### src/rtl/mul4_seq_pkg.sv
// Shared types and constants for the mul4_seq shift-add multiplier.
package mul4_seq_pkg;
  localparam int WIDTH = 4;
  localparam int STEPS = 4;

  typedef enum logic [1:0] {
    ST_IDLE = 2'd0,
    ST_CALC = 2'd1,
    ST_DONE = 2'd2
  } state_t;
endpackage

### src/rtl/mul4_seq_if.sv
// Start/busy/done handshake and operand/product bus for mul4_seq.
interface mul4_seq_if;
  import mul4_seq_pkg::*;

  logic                   START;
  logic [WIDTH-1:0]       A;
  logic [WIDTH-1:0]       B;
  logic                   BUSY;
  logic                   DONE;
  logic [2*WIDTH-1:0]     P;

  modport master (output START, A, B, input BUSY, DONE, P);
  modport slave  (input START, A, B, output BUSY, DONE, P);
endinterface

### src/rtl/add_fast.sv
// 4-bit carry look-ahead adder (ADD_FAST): S/CO = A + B + CI.
module ADD_FAST (
  input  logic [3:0] A,
  input  logic [3:0] B,
  input  logic       CI,
  output logic [3:0] S,
  output logic       CO
);
  logic [3:0] g;
  logic [3:0] p;
  logic [4:0] c;

  assign g = A & B;
  assign p = A ^ B;

  assign c[0] = CI;
  assign c[1] = g[0] | (p[0] & c[0]);
  assign c[2] = g[1] | (p[1] & g[0]) | (p[1] & p[0] & c[0]);
  assign c[3] = g[2] | (p[2] & g[1]) | (p[2] & p[1] & g[0])
              | (p[2] & p[1] & p[0] & c[0]);
  assign c[4] = g[3] | (p[3] & g[2]) | (p[3] & p[2] & g[1])
              | (p[3] & p[2] & p[1] & g[0])
              | (p[3] & p[2] & p[1] & p[0] & c[0]);

  assign S  = p ^ c[3:0];
  assign CO = c[4];
endmodule

### src/rtl/mul4_ctrl.sv
// Sequencer for mul4_seq: FSM plus step and settle counters.
//   state   | meaning
//   ST_IDLE | waiting for start; load operands on accept
//   ST_CALC | one commit every SETTLE_CYCLES cycles, four commits total
//   ST_DONE | one-cycle done pulse, product valid
module mul4_ctrl
  import mul4_seq_pkg::*;
#(
  parameter int SETTLE_CYCLES = 1
) (
  input  logic clk_sys,
  input  logic rst,
  input  logic start,
  input  logic bypass,
  output logic load,
  output logic commit,
  output logic fin,
  output logic done,
  output logic busy
);
  localparam logic [2:0] SET_LAST  = 3'(SETTLE_CYCLES - 1);
  localparam logic [2:0] STEP_LAST = 3'(STEPS - 1);

  state_t     state, state_nx;
  logic [2:0] step_cnt, step_nx;
  logic [2:0] set_cnt, set_nx;

  always_ff @(posedge clk_sys) begin
    if (rst) begin
      state    <= ST_IDLE;
      step_cnt <= '0;
      set_cnt  <= '0;
    end else begin
      state    <= state_nx;
      step_cnt <= step_nx;
      set_cnt  <= set_nx;
    end
  end

  always_comb begin
    state_nx = state;
    step_nx  = step_cnt;
    set_nx   = set_cnt;
    load     = 1'b0;
    commit   = 1'b0;
    fin      = 1'b0;
    done     = 1'b0;
    busy     = 1'b0;
    unique case (state)
      ST_IDLE: begin
        if (start) begin
          load    = 1'b1;
          step_nx = '0;
          set_nx  = '0;
          if (bypass) begin
            fin      = 1'b1;
            state_nx = ST_DONE;
          end else begin
            state_nx = ST_CALC;
          end
        end
      end
      ST_CALC: begin
        busy = 1'b1;
        // set_cnt never exceeds SET_LAST, so != is the "still settling" test
        if (set_cnt != SET_LAST) begin
          set_nx = set_cnt + 3'd1;
        end else begin
          commit  = 1'b1;
          set_nx  = '0;
          step_nx = step_cnt + 3'd1;
          if (step_cnt == STEP_LAST) begin
            fin      = 1'b1;
            state_nx = ST_DONE;
          end
        end
      end
      ST_DONE: begin
        done     = 1'b1;
        state_nx = ST_IDLE;
      end
      default: state_nx = ST_IDLE;
    endcase
  end
endmodule

### src/rtl/mul4_seq.sv
// Sequential 4x4 unsigned shift-add multiplier built around ADD_FAST.
// Optional MUL4_ZERO_BYPASS_EN: a zero operand skips CALC and finishes in one cycle.
module mul4_seq
  import mul4_seq_pkg::*;
#(
  parameter int SETTLE_CYCLES = 1
) (
  input  logic       CLK,
  input  logic       RST,
  mul4_seq_if.slave  bus
);
  logic [WIDTH-1:0]   m_reg, h_reg, q_reg;
  logic [2*WIDTH-1:0] p_reg;
  logic [WIDTH-1:0]   sum;
  logic               co;
  logic [WIDTH:0]     x;
  logic               load, commit, fin, done, busy, bypass;

  ADD_FAST u_add (
    .A  (h_reg),
    .B  (m_reg),
    .CI (1'b0),
    .S  (sum),
    .CO (co)
  );

  // CO is kept as x[WIDTH] so the carry shifts into H instead of being lost
  assign x = q_reg[0] ? {co, sum} : {1'b0, h_reg};

`ifdef MUL4_ZERO_BYPASS_EN
  assign bypass = (bus.A == '0) || (bus.B == '0);
`else
  assign bypass = 1'b0;
`endif

  mul4_ctrl #(.SETTLE_CYCLES(SETTLE_CYCLES)) u_ctrl (
    .clk_sys (CLK),
    .rst     (RST),
    .start   (bus.START),
    .bypass  (bypass),
    .load    (load),
    .commit  (commit),
    .fin     (fin),
    .done    (done),
    .busy    (busy)
  );

  always_ff @(posedge CLK) begin
    if (RST) begin
      m_reg <= '0;
      h_reg <= '0;
      q_reg <= '0;
      p_reg <= '0;
    end else begin
      if (load) begin
        m_reg <= bus.A;
        q_reg <= bus.B;
        h_reg <= '0;
      end else if (commit) begin
        h_reg <= x[WIDTH:1];
        q_reg <= {x[0], q_reg[WIDTH-1:1]};
      end
      // product captured from the final shift so it is valid during DONE
      if (fin) p_reg <= load ? '0 : {x, q_reg[WIDTH-1:1]};
    end
  end

  assign bus.BUSY = busy;
  assign bus.DONE = done;
  assign bus.P    = p_reg;
endmodule

### src/flat_wrapper.sv
// flat-port wrapper written by rule: the top's interface ports become plain ports
module mul4_seq_flat import mul4_seq_pkg::*;
#(
  parameter int SETTLE_CYCLES = 1
)
  (CLK, RST, bus_START, bus_A, bus_B, bus_BUSY, bus_DONE, bus_P);
  mul4_seq_if bus_i ();
  input  logic CLK;
  input  logic RST;
  input wire logic [$bits(bus_i.START)-1:0] bus_START;
  input wire logic [$bits(bus_i.A)-1:0] bus_A;
  input wire logic [$bits(bus_i.B)-1:0] bus_B;
  output wire logic [$bits(bus_i.BUSY)-1:0] bus_BUSY;
  output wire logic [$bits(bus_i.DONE)-1:0] bus_DONE;
  output wire logic [$bits(bus_i.P)-1:0] bus_P;
  assign bus_i.START = bus_START;
  assign bus_i.A = bus_A;
  assign bus_i.B = bus_B;
  assign bus_BUSY = bus_i.BUSY;
  assign bus_DONE = bus_i.DONE;
  assign bus_P = bus_i.P;
  mul4_seq #(.SETTLE_CYCLES(SETTLE_CYCLES)) u_core (.CLK(CLK), .RST(RST), .bus(bus_i));
endmodule
### config.mk
export PLATFORM = sky130hd
export DESIGN_NAME = mul4_seq_flat
export DESIGN_NICKNAME = d
export VERILOG_FILES = /design/src/rtl/mul4_seq_pkg.sv /design/src/rtl/mul4_seq_if.sv /design/src/rtl/add_fast.sv /design/src/rtl/mul4_ctrl.sv /design/src/rtl/mul4_seq.sv /design/src/flat_wrapper.sv
export SDC_FILE = /design/constraint.sdc
export NUM_CORES = 1
export LEC_CHECK = 0
export BUFFER_PORTS_ARGS = -buffer_cell sky130_fd_sc_hd__buf_4
export CORE_UTILIZATION = 54
export CTS_CLUSTER_DIAMETER = 30
export DETAILED_ROUTE_END_ITERATION = 6
export HOLD_SLACK_MARGIN = 0.05
export PLACE_DENSITY = 0.86
export SLEW_MARGIN = 20
export SYNTH_ARGS = -nofsm -noshare
export SYNTH_HDL_FRONTEND = slang
export SYNTH_SLANG_ARGS = --single-unit
### constraint.sdc
create_clock -name CLK -period 1.8 [get_ports CLK]
set_clock_uncertainty 0.2 [all_clocks]
set_input_delay 0.18 -clock CLK [delete_from_list [all_inputs] [get_ports CLK]]
set_output_delay 0.18 -clock CLK [all_outputs]
set_load 0.01 [all_outputs]
# After elaboration in Yosys (flattened, before gate mapping)
# Cells that the tools add are included.
# classes
n_addsub	2
eq_ne	6
muxes	22
bitwise	18
n_reduce_logical	8
# ops
cell	n
case mux 3 bit (2 select lines)	2
bitwise AND 1 bit	9
two-way mux 1 bit	9
two-way mux 3 bit	3
two-way mux 4 bit	2
two-way mux 8 bit	1
bitwise XOR 4 bit	2
adder 3 x 1 -> 3 bit, second input constant	2
two-way mux 2 bit	3
!= test 2 bit, second input constant	3
bitwise OR 1 bit	6
AND reduction 3 bit	2
two-way mux 5 bit	1
bitwise AND 4 bit	1
case mux 2 bit (2 select lines)	1
nonzero test 2 bit	2
== test 3 x 2 -> 1 bit, second input constant	1
nonzero test 3 bit	1
== test 2 x 1 -> 1 bit, second input constant	1
== test 2 bit, second input constant	1
logical NOT 2 bit	1
AND reduction 2 bit	1
OR reduction 2 bit	1
# totals
register_bits	28
inputBits	11
output_inout_bits	10
elab_cells	63

# Depth between registers and ports, before layout
# Gate-level depths: netlist of run 1.
# depth
ltp_word	8
depth_mapped	7

# Cells and area by module
# A second synthesis of run 1 with hierarchy kept.
# hier_totals
hier_cells	152
hier_area_um2	1478.9
# by_module_without_submodules
module	instances	cells_per_inst	area_each_um2	seq_area_each_um2
mul4_seq	1	84	867.1	400.4
mul4_ctrl	1	51	464.2	160.2
ADD_FAST	1	17	147.6	0.0

# Worst setup path before layout of run 1
# No wires, ideal clock.
# synth_path
kind	reg2reg
from	register u_core.h_reg[0]
to	register u_core.p_reg[5] (netlist: u_core.bus.P[5])
setup_ns	0.128
t_arrival_ns	1.285
t_required_ns	1.472
setup_slack_ns	0.187
stages_incl_launch_ff	7
path_buffers	0
period_less_slack_ns	1.613
path_cell_list	dfxtp_1 -> ha_1 -> fa_1 -> xnor2_1 -> a21oi_1 -> mux2i_1 -> nor2_1
# synth_between
elab_chain_cells	6
# synth_rtl
item	line	rtl
start: declaration	mul4_seq.sv:12	logic [WIDTH-1:0] m_reg, h_reg, q_reg;
start signal: assignment	mul4_seq.sv:60	h_reg <= x[WIDTH:1];
bitwise AND 4 bit	add_fast.sv:13	assign g = A & B;
bitwise AND 1 bit	add_fast.sv:18	assign c[2] = g[1] | (p[1] & g[0]) | (p[1] & p[0] & c[0]);
bitwise OR 1 bit	add_fast.sv:18	
bitwise XOR 4 bit	add_fast.sv:25	assign S = p ^ c[3:0];
two-way mux 5 bit	mul4_seq.sv:28	assign x = q_reg[0] ? {co, sum} : {1'b0, h_reg};
two-way mux 8 bit	mul4_seq.sv:64	if (fin) p_reg <= load ? '0 : {x, q_reg[WIDTH-1:1]};
end signal: assignment	mul4_seq.sv:64	
end: declaration	mul4_seq.sv:13	logic [2*WIDTH-1:0] p_reg;
# No other way between the ends.
# A chain may end at the register's enable or synchronous reset.

# Worst setup path after layout of run 1
# layout_path
from	register u_core.h_reg[0]
to	register u_core.p_reg[4] (netlist: u_core.bus.P[4])
# layout_between
elab_chain_cells	4
# layout_rtl
item	line
bitwise AND 4 bit	add_fast.sv:13
bitwise XOR 4 bit	add_fast.sv:25
two-way mux 5 bit	mul4_seq.sv:28
two-way mux 8 bit	mul4_seq.sv:64
# No other way between the ends.

==> results of run 1 <==
## report_power, final
| part | total [W] | leakage, nW | internal [W] | switching [W] |
|---|---|---|---|---|
| clock network | 0.000419 | 0.0279 | 0.000226 | 0.000193 |
| logic | 0.000191 | 0.443 | 0.0000859 | 0.000105 |
| registers | 0.000668 | 0.230 | 0.000643 | 0.0000256 |
| total | 0.00128 | 0.701 | 0.000954 | 0.000324 |
## Yosys cell counts, drive strengths merged (2+ instances only)
cell type and n:
a311oi 3, nand2 23, dfxtp 28, mux2i 5, nor2 24, a21oi 17, nand3 4, inv 6
a211oi 6, clkbuf 4, nor2b 2, and2 3, ha 8, nand4bb 2, buf 5, o2111ai 2
o21ai 5, nor3 4
## worst min-delay path by stage
stage                         start                      endpoint  slack [ns]  cells past startpoint
after global placement     bus_A[1]  u_core.m_reg[1]$_SDFFE_PP0P_        0.23                      3
after detailed placement   bus_A[2]  u_core.m_reg[2]$_SDFFE_PP0P_        0.24                      3
final                     bus_START  u_core.m_reg[2]$_SDFFE_PP0P_        0.09                      4
after floorplan            bus_A[0]  u_core.m_reg[0]$_SDFFE_PP0P_        0.12                      2
after global routing      bus_START  u_core.m_reg[2]$_SDFFE_PP0P_        0.09                      4
after CTS                 bus_START  u_core.m_reg[2]$_SDFFE_PP0P_        0.08                      4
## kinds of logic (layout without fill, tap and decap cells)
group,count (synthesis),after routing,share of synthesized area (%)
buffers and inverters,15,43,5.47
XOR/XNOR,1,1,0.617
AO/OA/AOI/OAI,34,34,16.7
multiplexers,6,6,4.32
adder cells (fa/ha/maj),9,9,8.47
flip-flops,28,28,39.5
AND/OR/NAND/NOR,69,70,25.0
## final cells by class
| type | instances | area (µm²) |
|---|---|---|
| clock buffer | 3 | 22.5 |
| clock inverter | 1 | 30.0 |
| fill | 187 | 677 |
| inverter | 6 | 22.5 |
| multi-input combinational | 120 | 851 |
| sequential | 28 | 567 |
| tap | 30 | 37.5 |
| timing repair buffer | 33 | 270 |
## per-layer routing
metal / up-vias / wire length [µm] / track usage, %
met5: - / 0 / 0
met4: 0 / 30 / 9.65
met3: 4 / 119 / 3.45
met2: 26 / 1750 / 45.0
met1: 606 / 1320 / 27.9
li1: 622 / - / -
## stage by stage
stage | worst slack [ns] | util [%]
after floorplan | 0.187 | -
after global placement | 0.132 | 63.5
after detailed placement | 0.0506 | 63.5
after CTS | 0.0182 | 69.4
after global routing | 0.00482 | 72.7
final | 0.0678 | 72.7
## critical path, delay by kind of cell, from the launching register on
kind,cells,cell delay (ns)
fa+ha+maj,2,0.76
mux,1,0.10
compound gates,1,0.25
flops,1,0.35
## cell usage in the layout (no fill, tap or decap), drive strengths merged, types with 2 or more instances in the layout
master	count
a211oi	6
dlygate4sd3	9
inv	6
nor2	25
clkbuf	3
ha	8
a311oi	3
o2111ai	2
nor2b	2
nor3	4
nand2	23
mux2i	5
buf	24
o21ai	5
a21oi	17
and2	3
nand3	4
nand4bb	2
dfxtp	28
## timing repair
item	CTS	global route
gates resized for setup	1	16
setup buffers	0	1
hold endpoints to repair	24	0
gates cloned	0	1
hold buffers	9	0
pin swaps	0	6
setup endpoints to repair	1	9
==> flow_metrics.env, run 1 <==
export IMPL_fmax_mhz=577
export IMPL_rows=18
export IMPL_drt_iter0_drc=30
export IMPL_drtPass1Iterations=4
export IMPL_synth_net_count=182
export IMPL_cts_tree="yes"
export IMPL_overflow=0
export IMPL_r2r_cells=4
export IMPL_grt_pass1_wl_um=5050
export IMPL_worst_pin_slew_ns=0.453
export IMPL_pin_count=21
export IMPL_cts_sinks=28
export IMPL_cts_made_buffers=3
export IMPL_cap_violations=0
export IMPL_syn_area_um2=1420
export IMPL_synthTopCellsByArea="dfxtp_1 (40%), ha_1 (7.1%), nand2_1 (6.1%), nor2_1 (6.1%), a21oi_1 (6.0%)"
export IMPL_final_setup_tns_ns=0
export IMPL_core_area_um2=2480
export IMPL_clock_root_buffer="clkbuf_4"
export IMPL_gp_congestion=0.802
export IMPL_dp_cells=206
export IMPL_setup_viol_count_final=0
export IMPL_status="finished clean"
export IMPL_die_w_um=53.3
export IMPL_cellPowerDensity_nw_per_um2=710
export IMPL_end_kind="flop"
export IMPL_io_buffers=20
export IMPL_ys_ff_latch=28
export IMPL_r2r_end="u_core.bus.P[4]$_SDFFE_PP0P_"
export IMPL_rr_startpoint="u_core.h_reg[0]$_SDFFE_PP0P_"
export IMPL_drcViolationCount=0
export IMPL_final_cell_count_no_fill=221
export IMPL_largest_reg_flops=8
export IMPL_postRouteWirelength_um=3220
export IMPL_synth_warnings=0
export IMPL_yosysTopAreaCell="dfxtp_1"
export IMPL_holdCritPathClass="primary input to flop"
export IMPL_path_cells="ha_1 -> fa_2 -> mux2i_1 -> a211oi_1"
export IMPL_synth_top_area_share_pct=39.5
export IMPL_clk_latency_ns=0.34
export IMPL_cp_arrival_ns=1.80
export IMPL_clk_pin_slew_worst_paths_ns=0.16
export IMPL_layout_min_cycle_time_ns=1.73
export IMPL_async_flop_share_pct=0
export IMPL_finalPower_w=0.00128
export IMPL_cp_start_kind="flop"
export IMPL_area_growth_synth_to_final_pct=26.9
export IMPL_hold_viol=0
export IMPL_startpoint="u_core.h_reg[0]$_SDFFE_PP0P_"
export IMPL_cp_max_fo=2
export IMPL_vias=1258
export IMPL_timing_final_crit_share_pct=96.2
export IMPL_finalNetCount=212
export IMPL_critPathMaxStageDelay_ns=0.53
export IMPL_holdWs_ns=0.0904
export IMPL_maxSlewHeadroom_pct=69.8
export IMPL_avgSynthCellArea_um2=8.76
export IMPL_required_ns=1.87
export IMPL_ys_types=35
export IMPL_track_usage_pct=24.5
export IMPL_synth_ff_type="dfxtp_1"
export IMPL_initial_core_util_pct=57.3
export IMPL_p_leak_nw=0.701
export IMPL_rsz0062_at_grt="no"
export IMPL_routed_via_density=5.69
export IMPL_cts_buffer_depth=2
export IMPL_worst_r2r_setup_slack_ns=0.07
export IMPL_ys_seq_area_share_pct=39.5
export IMPL_dp_hpwl_um=2140
export IMPL_grt_max_degree=26
export IMPL_final_area_um2=1800
export IMPL_htree_num_levels=1
export IMPL_peakVddDrop_mv=0.626
export IMPL_fp_dieH_um=53.3
export IMPL_crit_path_end="u_core.bus.P[4]$_SDFFE_PP0P_"
export IMPL_placed_cell_area_um2=1570
export IMPL_drive_gt1_share_pct=27.7
export IMPL_antenna_found_initial=0
export IMPL_wire_per_inst_um=14.6
export IMPL_synthCells=162
export IMPL_final_max_slew_viol_count=0
export IMPL_die_area_um2=2840
export IMPL_synth_edff_count=0
export IMPL_grt_pass1_vias=1196
export IMPL_ant_nets=0
export IMPL_slowest_stage="fa_2"
export IMPL_crit_type="flop to flop"
export IMPL_diodes=0
Note: power is estimated with default switching activity, not from simulation.
==> run 2: changes to the inputs <==
==> constraint.sdc (replaced) <==
create_clock -name CLK -period 1.7 [get_ports CLK]
set_clock_uncertainty 0.2 [all_clocks]
set_input_delay 0.17 -clock CLK [delete_from_list [all_inputs] [get_ports CLK]]
set_output_delay 0.17 -clock CLK [all_outputs]
set_load 0.01 [all_outputs]
==> flow_metrics.env, run 2 (synthesis gave the netlist of run 1 again) <==
export IMPL_status="complete, but fails checks"
export IMPL_violations="setup timing"
export IMPL_crit_family="compound AO/OA/AOI/OAI gates"
export IMPL_die_area_um2=2840
export IMPL_hold_viol=0
export IMPL_finalNetCount=215
export IMPL_p_leak_nw=0.706
export IMPL_drcViolationCount=0
export IMPL_final_common_cell="buf_4"
export IMPL_cellPowerDensity_nw_per_um2=661
export IMPL_grt_max_degree=26
export IMPL_met2_usage_pct=42.5
export IMPL_fp_dieH_um=53.3
export IMPL_cp_start_kind="flop"
export IMPL_maxSlewHeadroom_pct=66.1
export IMPL_drive_gt1_share_pct=31.1
export IMPL_drt_iter0_drc=39
export IMPL_crit_type="flop to flop"
export IMPL_r2r_cells=5
export IMPL_core_area_um2=2480
export IMPL_critPathMaxStageDelay_ns=0.38
export IMPL_rsz0062_at_grt="yes"
export IMPL_vias=1281
export IMPL_busiest_layer="met2"
export IMPL_final_area_um2=1810
export IMPL_ant_nets=0
export IMPL_end_kind="flop"
export IMPL_mostFrequentLayoutCells="buf_4 (25), nand2_1 (23), nor2_1 (22), dfxtp_1 (19), a21oi_1 (16)"
export IMPL_setup_viol_count_final=2
export IMPL_nFillCells=181
export IMPL_holdCritPathClass="primary input to flop"
export IMPL_cts_buffer_depth=2
export IMPL_grt_pass1_vias=1133
export IMPL_initial_core_util_pct=57.3
export IMPL_critical_path_buf_inv_count=0
export IMPL_cp_max_fo=4
export IMPL_postRouteWirelength_um=3420
export IMPL_rows=18
export IMPL_cap_violations=0
export IMPL_whs_path_depth=4
export IMPL_gp_congestion=0.803
export IMPL_use_met3_pct=3.16
export IMPL_die_w_um=53.3
export IMPL_cp_arrival_ns=1.77
export IMPL_cts_made_buffers=3
export IMPL_cts_sinks=28
export IMPL_peakVddDrop_mv=0.563
export IMPL_track_usage_pct=24.3
export IMPL_placed_cell_area_um2=1580
export IMPL_overflow=0
export IMPL_use_met1_pct=29.6
export IMPL_fmax_mhz=580
export IMPL_antenna_found_initial=0
export IMPL_worst_slack_ns=-0.0242
export IMPL_drtPass1Iterations=4
export IMPL_grt_pass1_wl_um=5010
export IMPL_timing_final_crit_share_pct=101
export IMPL_largest_reg_flops=8
export IMPL_area_growth_synth_to_final_pct=27.2
export IMPL_dp_slack_ns=-0.0342
export IMPL_clock_root_buffer="clkbuf_4"
export IMPL_io_buffers=20
export IMPL_routed_via_density=5.74
export IMPL_layout_min_cycle_time_ns=1.72
export IMPL_path_cells="ha_1 -> a21oi_2 -> and4b_1 -> nor3_2 -> a211oi_1"
export IMPL_worst_pin_slew_ns=0.507
export IMPL_diodes=0
export IMPL_final_max_slew_viol_count=0
export IMPL_cp_depth=5
export IMPL_slowest_stage="dfxtp_2"
export IMPL_pin_count=21
export IMPL_htree_num_levels=1
export IMPL_required_ns=1.75
export IMPL_clk_pin_slew_worst_paths_ns=0.14
export IMPL_wire_per_inst_um=15.3
export IMPL_fin_util_pct=72.9
export IMPL_cts_tree="yes"
export IMPL_dp_hpwl_um=2130
export IMPL_clk_latency_ns=0.33
-- run 2: per-layer routing --
layer,routed length (µm),part of all wire [%]
met5,0,0
met4,53,1.5
met3,84,2.5
met2,1830,53
met1,1450,42
-- run 2: where the power goes --
group          internal, W  total (W)  switching, W
Combinational    0.0000990   0.000213      0.000114
Clock            0.0000833   0.000270      0.000186
Sequential        0.000681   0.000710     0.0000291
-- run 2: what timing repair did --
action | 4_1_cts | 5_1_grt
hold buffers | 9 | 0
setup buffers | 0 | 2
endpoints found under the hold margin | 24 | 0
pin swaps | 2 | 5
resized for setup | 8 | 16
cloned | 0 | 2
setup endpoints to repair | 7 | 20
-- run 2: layout make-up --
type,instances,area [µm²],share of cell area (%)
flip-flops and latches,28,572,31.7
inverters,6,22.5,1.25
repair buffers,35,289,16.0
clock buffers,3,22.5,1.25
well taps,30,37.5,2.08
multi-input cells,121,862,47.7
-- run 2: final timing paths --
kind | from | to | slack (ns)
max | u_core.h_reg[1]$_SDFFE_PP0P_ | u_core.h_reg[2]$_SDFFE_PP0P_ | -0.02
min | bus_START | u_core.m_reg[0]$_SDFFE_PP0P_ | 0.12
min reg2reg | u_core.u_ctrl.step_cnt[1]$_SDFFE_PP0P_ | u_core.u_ctrl.step_cnt[1]$_SDFFE_PP0P_ | 0.27
max reg2reg | u_core.h_reg[1]$_SDFFE_PP0P_ | u_core.h_reg[2]$_SDFFE_PP0P_ | -0.02
-- run 2: metrics by stage --
stage | instances | total power, W | setup TNS, ns | hold slack [ns]
floorplan | 162 | 0.000846 | 0 | 0.106
global placement | 207 | 0.000886 | 0 | 0.218
detailed placement | 207 | 0.000893 | -0.0655 | 0.227
CTS | 219 | 0.00118 | 0 | 0.105
global route | 223 | 0.00124 | -0.153 | 0.123
finish | 223 | 0.00119 | -0.0265 | 0.123
-- run 2: worst reg2reg max path: stages (launching register included) --
cell and delay [ns]:
dfxtp_2 0.38, ha_1 0.32, a21oi_2 0.21, and4b_1 0.23, nor3_2 0.07, a211oi_1 0.24
